File: config.mk
export PLATFORM = sky130hd
export DESIGN_NAME = otter_div_unit
export DESIGN_NICKNAME = d
export VERILOG_FILES = /design/src/rtl/otter_div_unit.sv
export SDC_FILE = /design/constraint.sdc
export NUM_CORES = 1
export LEC_CHECK = 0
export ABC_AREA = 1
export BUFFER_PORTS_ARGS = -buffer_cell sky130_fd_sc_hd__buf_2
export CAP_MARGIN = 20
export CORE_MARGIN = 3
export CORE_UTILIZATION = 50
export CTS_BUF_LIST = sky130_fd_sc_hd__clkbuf_16
export CTS_CLUSTER_SIZE = 24
export DETAILED_ROUTE_END_ITERATION = 12
export MAX_ROUTING_LAYER = met4
export PLACE_DENSITY = 0.78
export SYNTH_ARGS = -nofsm -noshare
export SYNTH_HDL_FRONTEND = slang
export SYNTH_SLANG_ARGS = --single-unit
File: constraint.sdc
create_clock -name CLK -period 3 [get_ports CLK]
set_input_delay 0.15 -clock CLK [delete_from_list [all_inputs] [get_ports CLK]]
set_output_delay 0.15 -clock CLK [all_outputs]
set_load 0.02 [all_outputs]
File: src/rtl/otter_div_unit.sv
// rtl/otter_div_unit.sv - RV32M multicycle divide/remainder unit (radix-2 restoring, 32 iterations)
module otter_div_unit (
   input  logic        CLK,
   input  logic        RST,
   input  logic        START,
   input  logic [31:0] OP_A,
   input  logic [31:0] OP_B,
   input  logic [1:0]  FUNCT3,
   output logic        BUSY,
   output logic        DONE,
   output logic [31:0] RESULT
);

   typedef enum logic [1:0] {
      IDLE = 2'd0,
      CALC = 2'd1,
      FIN  = 2'd2
   } state_t;

   typedef enum logic [1:0] {
      PATH_NORM = 2'd0,
      PATH_DZ   = 2'd1,
      PATH_OVF  = 2'd2
   } path_t;

   state_t      state_q, state_d;
   path_t       path_q;
   logic [32:0] rem_q;
   logic [31:0] quo_q;
   logic [31:0] dvsr_q;
   logic [31:0] a_q;
   logic [4:0]  cnt_q;
   logic        want_rem_q;
   logic        neg_q_q;
   logic        neg_r_q;
   logic        done_q;
   logic [31:0] result_q;

   logic        accept;
   logic        is_signed;
   logic        div_zero;
   logic        overflow;
   logic [31:0] a_mag;
   logic [31:0] b_mag;
   logic [32:0] shifted;
   logic [32:0] trial;
   logic [31:0] quo_fix;
   logic [31:0] rem_fix;
   logic [31:0] fin_value;

   assign accept    = (state_q == IDLE) && START;
   assign is_signed = ~FUNCT3[0];
   assign div_zero  = (OP_B == 32'h0000_0000);
   assign overflow  = is_signed && (OP_A == 32'h8000_0000) && (OP_B == 32'hFFFF_FFFF);
   assign a_mag     = (is_signed && OP_A[31]) ? (32'd0 - OP_A) : OP_A;
   assign b_mag     = (is_signed && OP_B[31]) ? (32'd0 - OP_B) : OP_B;

   // One restoring step: bring the next dividend bit into the partial remainder, then try to subtract.
   assign shifted = {rem_q[31:0], quo_q[31]};
   assign trial   = shifted - {1'b0, dvsr_q};

   assign quo_fix = neg_q_q ? (32'd0 - quo_q) : quo_q;
   assign rem_fix = neg_r_q ? (32'd0 - rem_q[31:0]) : rem_q[31:0];

   always_comb begin
      fin_value = want_rem_q ? rem_fix : quo_fix;
      case (path_q)
         PATH_DZ:  fin_value = want_rem_q ? a_q : 32'hFFFF_FFFF;
         PATH_OVF: fin_value = want_rem_q ? 32'h0000_0000 : 32'h8000_0000;
         default:  ;
      endcase
   end

   always_ff @(posedge CLK) begin
      if (RST) begin
         state_q <= IDLE;
      end else begin
         state_q <= state_d;
      end
   end

   always_comb begin
      state_d = state_q;
      case (state_q)
         IDLE: begin
            if (START) begin
               state_d = (div_zero || overflow) ? FIN : CALC;
            end
         end
         CALC: begin
            if (cnt_q == 5'd0) begin
               state_d = FIN;
            end
         end
         FIN:     state_d = IDLE;
         default: state_d = IDLE;
      endcase
   end

   always_ff @(posedge CLK) begin
      if (RST) begin
         path_q     <= PATH_NORM;
         rem_q      <= 33'd0;
         quo_q      <= 32'd0;
         dvsr_q     <= 32'd0;
         a_q        <= 32'd0;
         cnt_q      <= 5'd0;
         want_rem_q <= 1'b0;
         neg_q_q    <= 1'b0;
         neg_r_q    <= 1'b0;
         done_q     <= 1'b0;
         result_q   <= 32'd0;
      end else begin
         done_q <= (state_q == FIN);
         if (accept) begin
            want_rem_q <= FUNCT3[1];
            neg_q_q    <= is_signed && (OP_A[31] ^ OP_B[31]);
            neg_r_q    <= is_signed && OP_A[31];
            a_q        <= OP_A;
            dvsr_q     <= b_mag;
            rem_q      <= 33'd0;
            quo_q      <= a_mag;
            cnt_q      <= 5'd31;
            if (div_zero) begin
               path_q <= PATH_DZ;
            end else if (overflow) begin
               path_q <= PATH_OVF;
            end else begin
               path_q <= PATH_NORM;
            end
         end else if (state_q == CALC) begin
            cnt_q <= cnt_q - 5'd1;
            if (!trial[32]) begin
               rem_q <= trial;
               quo_q <= {quo_q[30:0], 1'b1};
            end else begin
               rem_q <= shifted;
               quo_q <= {quo_q[30:0], 1'b0};
            end
         end else if (state_q == FIN) begin
            result_q <= fin_value;
         end
      end
   end

   assign BUSY   = (state_q != IDLE);
   assign DONE   = done_q;
   assign RESULT = result_q;

endmodule

# Word-level counts from Yosys, hierarchy flattened
# Index checks and enable logic that the tools add are counted.
[word_totals]
input_bits = 69
regBits = 173
[op_classes]
addsub = 6
n_mux = 20
eq_ne = 8
bitwise_logic = 4
reduce_logical = 15
[ops]
columns = ["op", "count"]
rows = [
  ["32-bit 2-to-1 mux", 10],
  ["1-bit by 32-bit subtractor with 32-bit output (first input constant)", 4],
  ["32-bit == test (second input constant)", 2],
  ["32-bit one-hot mux with 2 select lines", 1],
  ["33-bit by 32-bit subtractor with 33-bit output", 1],
  ["32-bit zero test", 1],
  ["2-bit 2-to-1 mux", 5],
  ["5-bit 2-to-1 mux", 2],
  ["1-bit logical AND", 6],
  ["5-bit zero test", 1],
  ["5-bit by 1-bit subtractor with 5-bit output (second input constant)", 1],
  ["2-bit by 1-bit == test with 1-bit output (second input constant)", 2],
  ["2-bit == test (second input constant)", 2],
  ["2-bit inequality test (second input constant)", 2],
  ["2-bit one-hot mux with 2 select lines", 1],
  ["2-bit nonzero test", 2],
  ["1-bit NOT", 3],
  ["3-bit AND reduction", 1],
  ["2-bit zero test", 1],
  ["2-bit AND reduction", 1],
  ["2-bit OR reduction", 1],
  ["1-bit logical OR", 1],
  ["1-bit 2-to-1 mux", 1],
  ["1-bit bitwise XOR", 1],
]

# Longest topological paths before layout
[logic_depth]
word_depth = 7
ltp_mapped = 19

# Least setup slack after synthesis
# No wires, ideal clock.
[synth_path]
path_kind = "register to register"
startpoint = "reg quo_q[31]"
endpoint = "reg rem_q[25]"
stages_incl_launch_ff = 19
n_path_buf = 1
setup_ns = 0.138
path_slack_ns = 0.796
t_arrival_ns = 2.066
cell_sequence = "dfxtp_1 -> inv_1 -> ha_1 -> fa_1 -> inv_1 -> nand2_1 -> nand2_1 -> nand3_1 -> nand2_2 -> nand2_2 -> nand2_4 -> nand2_4 -> nand2_4 -> nand2_2 -> nand2_4 -> buf_2 -> nand2_1 -> nand3_1 -> a21oi_1"
[synth_between]
elab_chain_len = 2
[synth_rtl]
columns = ["item", "line_no", "source"]
rows = [
  ["start: declaration", "29", "logic [31:0] quo_q;"],
  ["start signal: assignment", "122", "quo_q <= a_mag;"],
  ["start signal: assignment", "135", "quo_q <= {quo_q[30:0], 1'b1};"],
  ["start signal: assignment", "138", "quo_q <= {quo_q[30:0], 1'b0};"],
  ["33-bit by 32-bit subtractor with 33-bit output", "60", "assign trial = shifted - {1'b0, dvsr_q};"],
  ["32-bit 2-to-1 mux", "133", "if (!trial[32]) begin"],
  ["end signal: assignment", "134", "rem_q <= trial;"],
  ["end signal: assignment", "137", "rem_q <= shifted;"],
  ["end: declaration", "28", "logic [32:0] rem_q;"],
]
# Every way passes these cells.
# A chain may end at the register's enable or synchronous reset.

# Final worst setup path
[layout_path]
startpoint = "reg quo_q[31]"
endpoint = "reg rem_q[31]"
# Same word-level chain as after synthesis.

==> impl_metrics.ini <==
[drt]
drtIter0Drc = 1799
vias = 15600
topRoutingLayerUsed = met4
met3WireLength_um = 4010
drc = 0
vias_per_cell = 5.72
wl_per_cell_um = 17.4
met2_length_um = 20500
firstDrtPassIters = 7
ant_nets = 0
routed_wirelength_um = 47600
wl_met1_um = 22300

[floorplanning]
ios = 103
die_width_um = 171
initial_core_util_pct = 51.5
rows = 59
dieArea_um2 = 29200
coreArea_um2 = 26400
die_h_um = 171

[setup_path]
cp_top_family = simple AND/OR/NAND/NOR gates
timing.rr.start = quo_q[31]
worst-path-buf-inv = 2
cp.required_ns = 3.36
max_stage_delay_ns = 0.42
worstPathArrival_ns = 2.97
path_class = reg2reg
startpoint_type = register
slowest_stage = fa_1
cp-end-kind = register
cp_max_fo = 33
crit_path_cell_trace = inv_1 -> ha_1 -> fa_1 -> inv_1 -> nand2_1 -> nand2_1 -> nand3_1 -> nand2_2 -> nand2_2 -> nand2_4 -> nand2_4 -> nand2_4 -> nand2_2 -> nand2_4 -> nand2_1 -> nand2_1 -> nand2_1 -> a21oi_1
crit_start = quo_q[31]
worst_path_most_repeated_cell = nand2_1
reg2reg_slack_ns = 0.40

[yosys]
synth-edff-count = 0
ys_types = 55
ys_ff_latch = 173
yosysWarningCount = 0
synth_ff_type = dfxtp_1
synth_nets = 2442
ys_seq_area_share_pct = 25.4
yosysTopAreaCell = dfxtp_1
postSynthCellCount = 2331
synth.top_cell.area_share_pct = 25.4
synth.area.top_cells = dfxtp_1 (25%), nand2_1 (18%), inv_1 (9.8%)
syn_area_um2 = 13600
ys_async_sr_fraction_pct = 0
syn_area_per_cell_um2 = 5.84

[layout]
drive_gt1_share_pct = 9.50
nFillCells = 2742
stdcell_area_um2 = 15000
final_cell_mix = nand2_1 (635), inv_1 (356), nand3_1 (200)
insertedDiodeCount = 0
finalNonFillerCells = 2736
final_nets = 2499
synthToLayoutAreaGrowth_pct = 9.86
seq_area_um2 = 3460
multi_input_area_um2 = 8380
layout_commonest_cell = nand2_1

[placement]
portBuffers = 102
post-dp-hpwl_um = 36800
place_congestion = 0.999
dpl.cell_count = 2703
pre_cts_ws_ns = 0.458
dpl_cell_area_um2 = 14400

[outcome]
status = complete, no violations

[sta]
rsz0062_at_grt = false
setup_slack_ns = 0.399
slew_viol_final = 0
tns_ns = 0
fmaxAchievable_ghz = 0.384
slew_headroom_pct = 47.8
period_share_pct = 86.7
hold_viol = 0
min_period_ns = 2.60
tightestPinTransition_ns = 0.782
skew_ns = 0.0264
setup_viol = 0

[global_routing]
grt_start_max_net_pins = 53
grt_pass1_wl_um = 74400
grt_overflow_total = 0
grt_pass1_vias = 13800
grt_use_total_pct = 32.9
antenna_found_initial = 0

[power]
pwr-share-seq_pct = 25.5
p_leak_nw = 7.47
vdd_drop_max_mv = 0.503
p_comb_share_pct = 57.0
switchingPower_w = 0.00665
pwr-share-clk_pct = 17.4
p_sw_share_pct = 52.2
internal_power_w = 0.00609
powerDensity_nw_per_um2 = 852

[clock_tree]
numCtsBuffers = 17
cts-root-buf = clkbuf_16
htreeDepth = 4
cts_tree = built
clock_path_buffers = 2
cts.sinks = 173
post_cts_resized = 0
insertion_delay_ns = 0.45
clkSlewWorstSetupHoldPaths_ns = 0.08
post_cts_buffers = 0

[hold_path]
min_from = OP_B[16]
worstHoldPathType = in2reg

[flow_run]
maxCapViolCount = 0
==> worst reg2reg max path, cell delays in order, from the launching register on <==
cell,delay [ns]
dfxtp_1,0.35
inv_1,0.09
ha_1,0.24
fa_1,0.42
inv_1,0.07
nand2_1,0.05
nand2_1,0.10
nand3_1,0.09
nand2_2,0.13
nand2_2,0.08
nand2_4,0.08
nand2_4,0.06
nand2_4,0.07
nand2_2,0.06
nand2_4,0.28
nand2_1,0.13
nand2_1,0.08
nand2_1,0.05
a21oi_1,0.11
==> cell families (layout without fill, tap and decap cells) <==
family                   Yosys count  in the layout  synth area share (%)
buffers and inverters            459            529                  13.1
AO/OA/AOI/OAI                    466            466                  19.2
flip-flops                       173            173                  25.4
XOR/XNOR                          22             22                  1.42
adder cells (fa/ha/maj)           42             42                  3.92
AND/OR/NAND/NOR                 1169           1169                  37.0
==> registers in the layout, indices dropped and copies added, names as in the netlist <==
| name | cells |
|---|---|
| cnt_q | 5 |
| want_rem_q | 1 |
| state_q | 2 |
| neg_q_q | 1 |
| path_q | 2 |
| RESULT | 32 |
| neg_r_q | 1 |
| a_q | 32 |
| quo_q | 32 |
| DONE | 1 |
| dvsr_q | 32 |
| rem_q | 32 |
==> what timing repair did <==
action / 4_1_cts / 5_1_grt
setup endpoints to repair: 0 / 0
hold buffers: 1 / 0
hold endpoints to repair: 1 / 0
==> power groups by stage <==
| stage | Clock [W] | Combinational, W | Sequential, W |
|---|---|---|---|
| after CTS | 0.00223 | 0.00710 | 0.00323 |
| after floorplan | 0 | 0.00516 | 0.00321 |
| after detailed placement | 0 | 0.00705 | 0.00328 |
| final | 0.00222 | 0.00727 | 0.00325 |
| after global placement | 0 | 0.00698 | 0.00328 |
| after global routing | 0.00234 | 0.00815 | 0.00330 |
==> metrics by stage <==
step | hold WS (ns) | total power (W) | utilization (%)
2_1_floorplan | 0.263 | 0.00837 | -
3_3_place_gp | 0.366 | 0.0103 | 54.4
3_5_place_dp | 0.376 | 0.0103 | 54.4
4_1_cts | 0.00986 | 0.0126 | 56.6
5_1_grt | 0.0214 | 0.0138 | 56.6
6_report | 0.0196 | 0.0127 | 56.6
==> metal layers <==
layer  up-vias  track usage [%]
li1       7681                -
met1      7217             48.6
met2       679             49.0
met3        63             4.09
met4         0             5.32
met5         -                -
==> synth_stat cells (19+ instances only) <==
cell type,number
nand3_1,200
nor2_1,196
a31oi_1,21
o21ai_0,169
clkbuf_1,60
nor3_1,36
nand2_1,635
o22ai_1,34
nand4_1,31
xor2_1,19
dfxtp_1,173
inv_1,356
a21oi_1,175
ha_1,41
==> final timing paths <==
path                end  depth (start not counted)
max           rem_q[31]                         18
min          dvsr_q[16]                          3
max reg2reg   rem_q[31]                         18
min reg2reg     a_q[29]                          2
==> layout make-up <==
cell class                 count  share of cell area, %
multi-input combinational   1699                   56.0
inverter                     368                   9.24
clock inverter                15                  0.970
clock buffer                  17                   2.84
tap                          335                   2.80
timing repair buffer         129                   4.95
sequential                   173                   23.2
(Power assumes the default switching activity.)
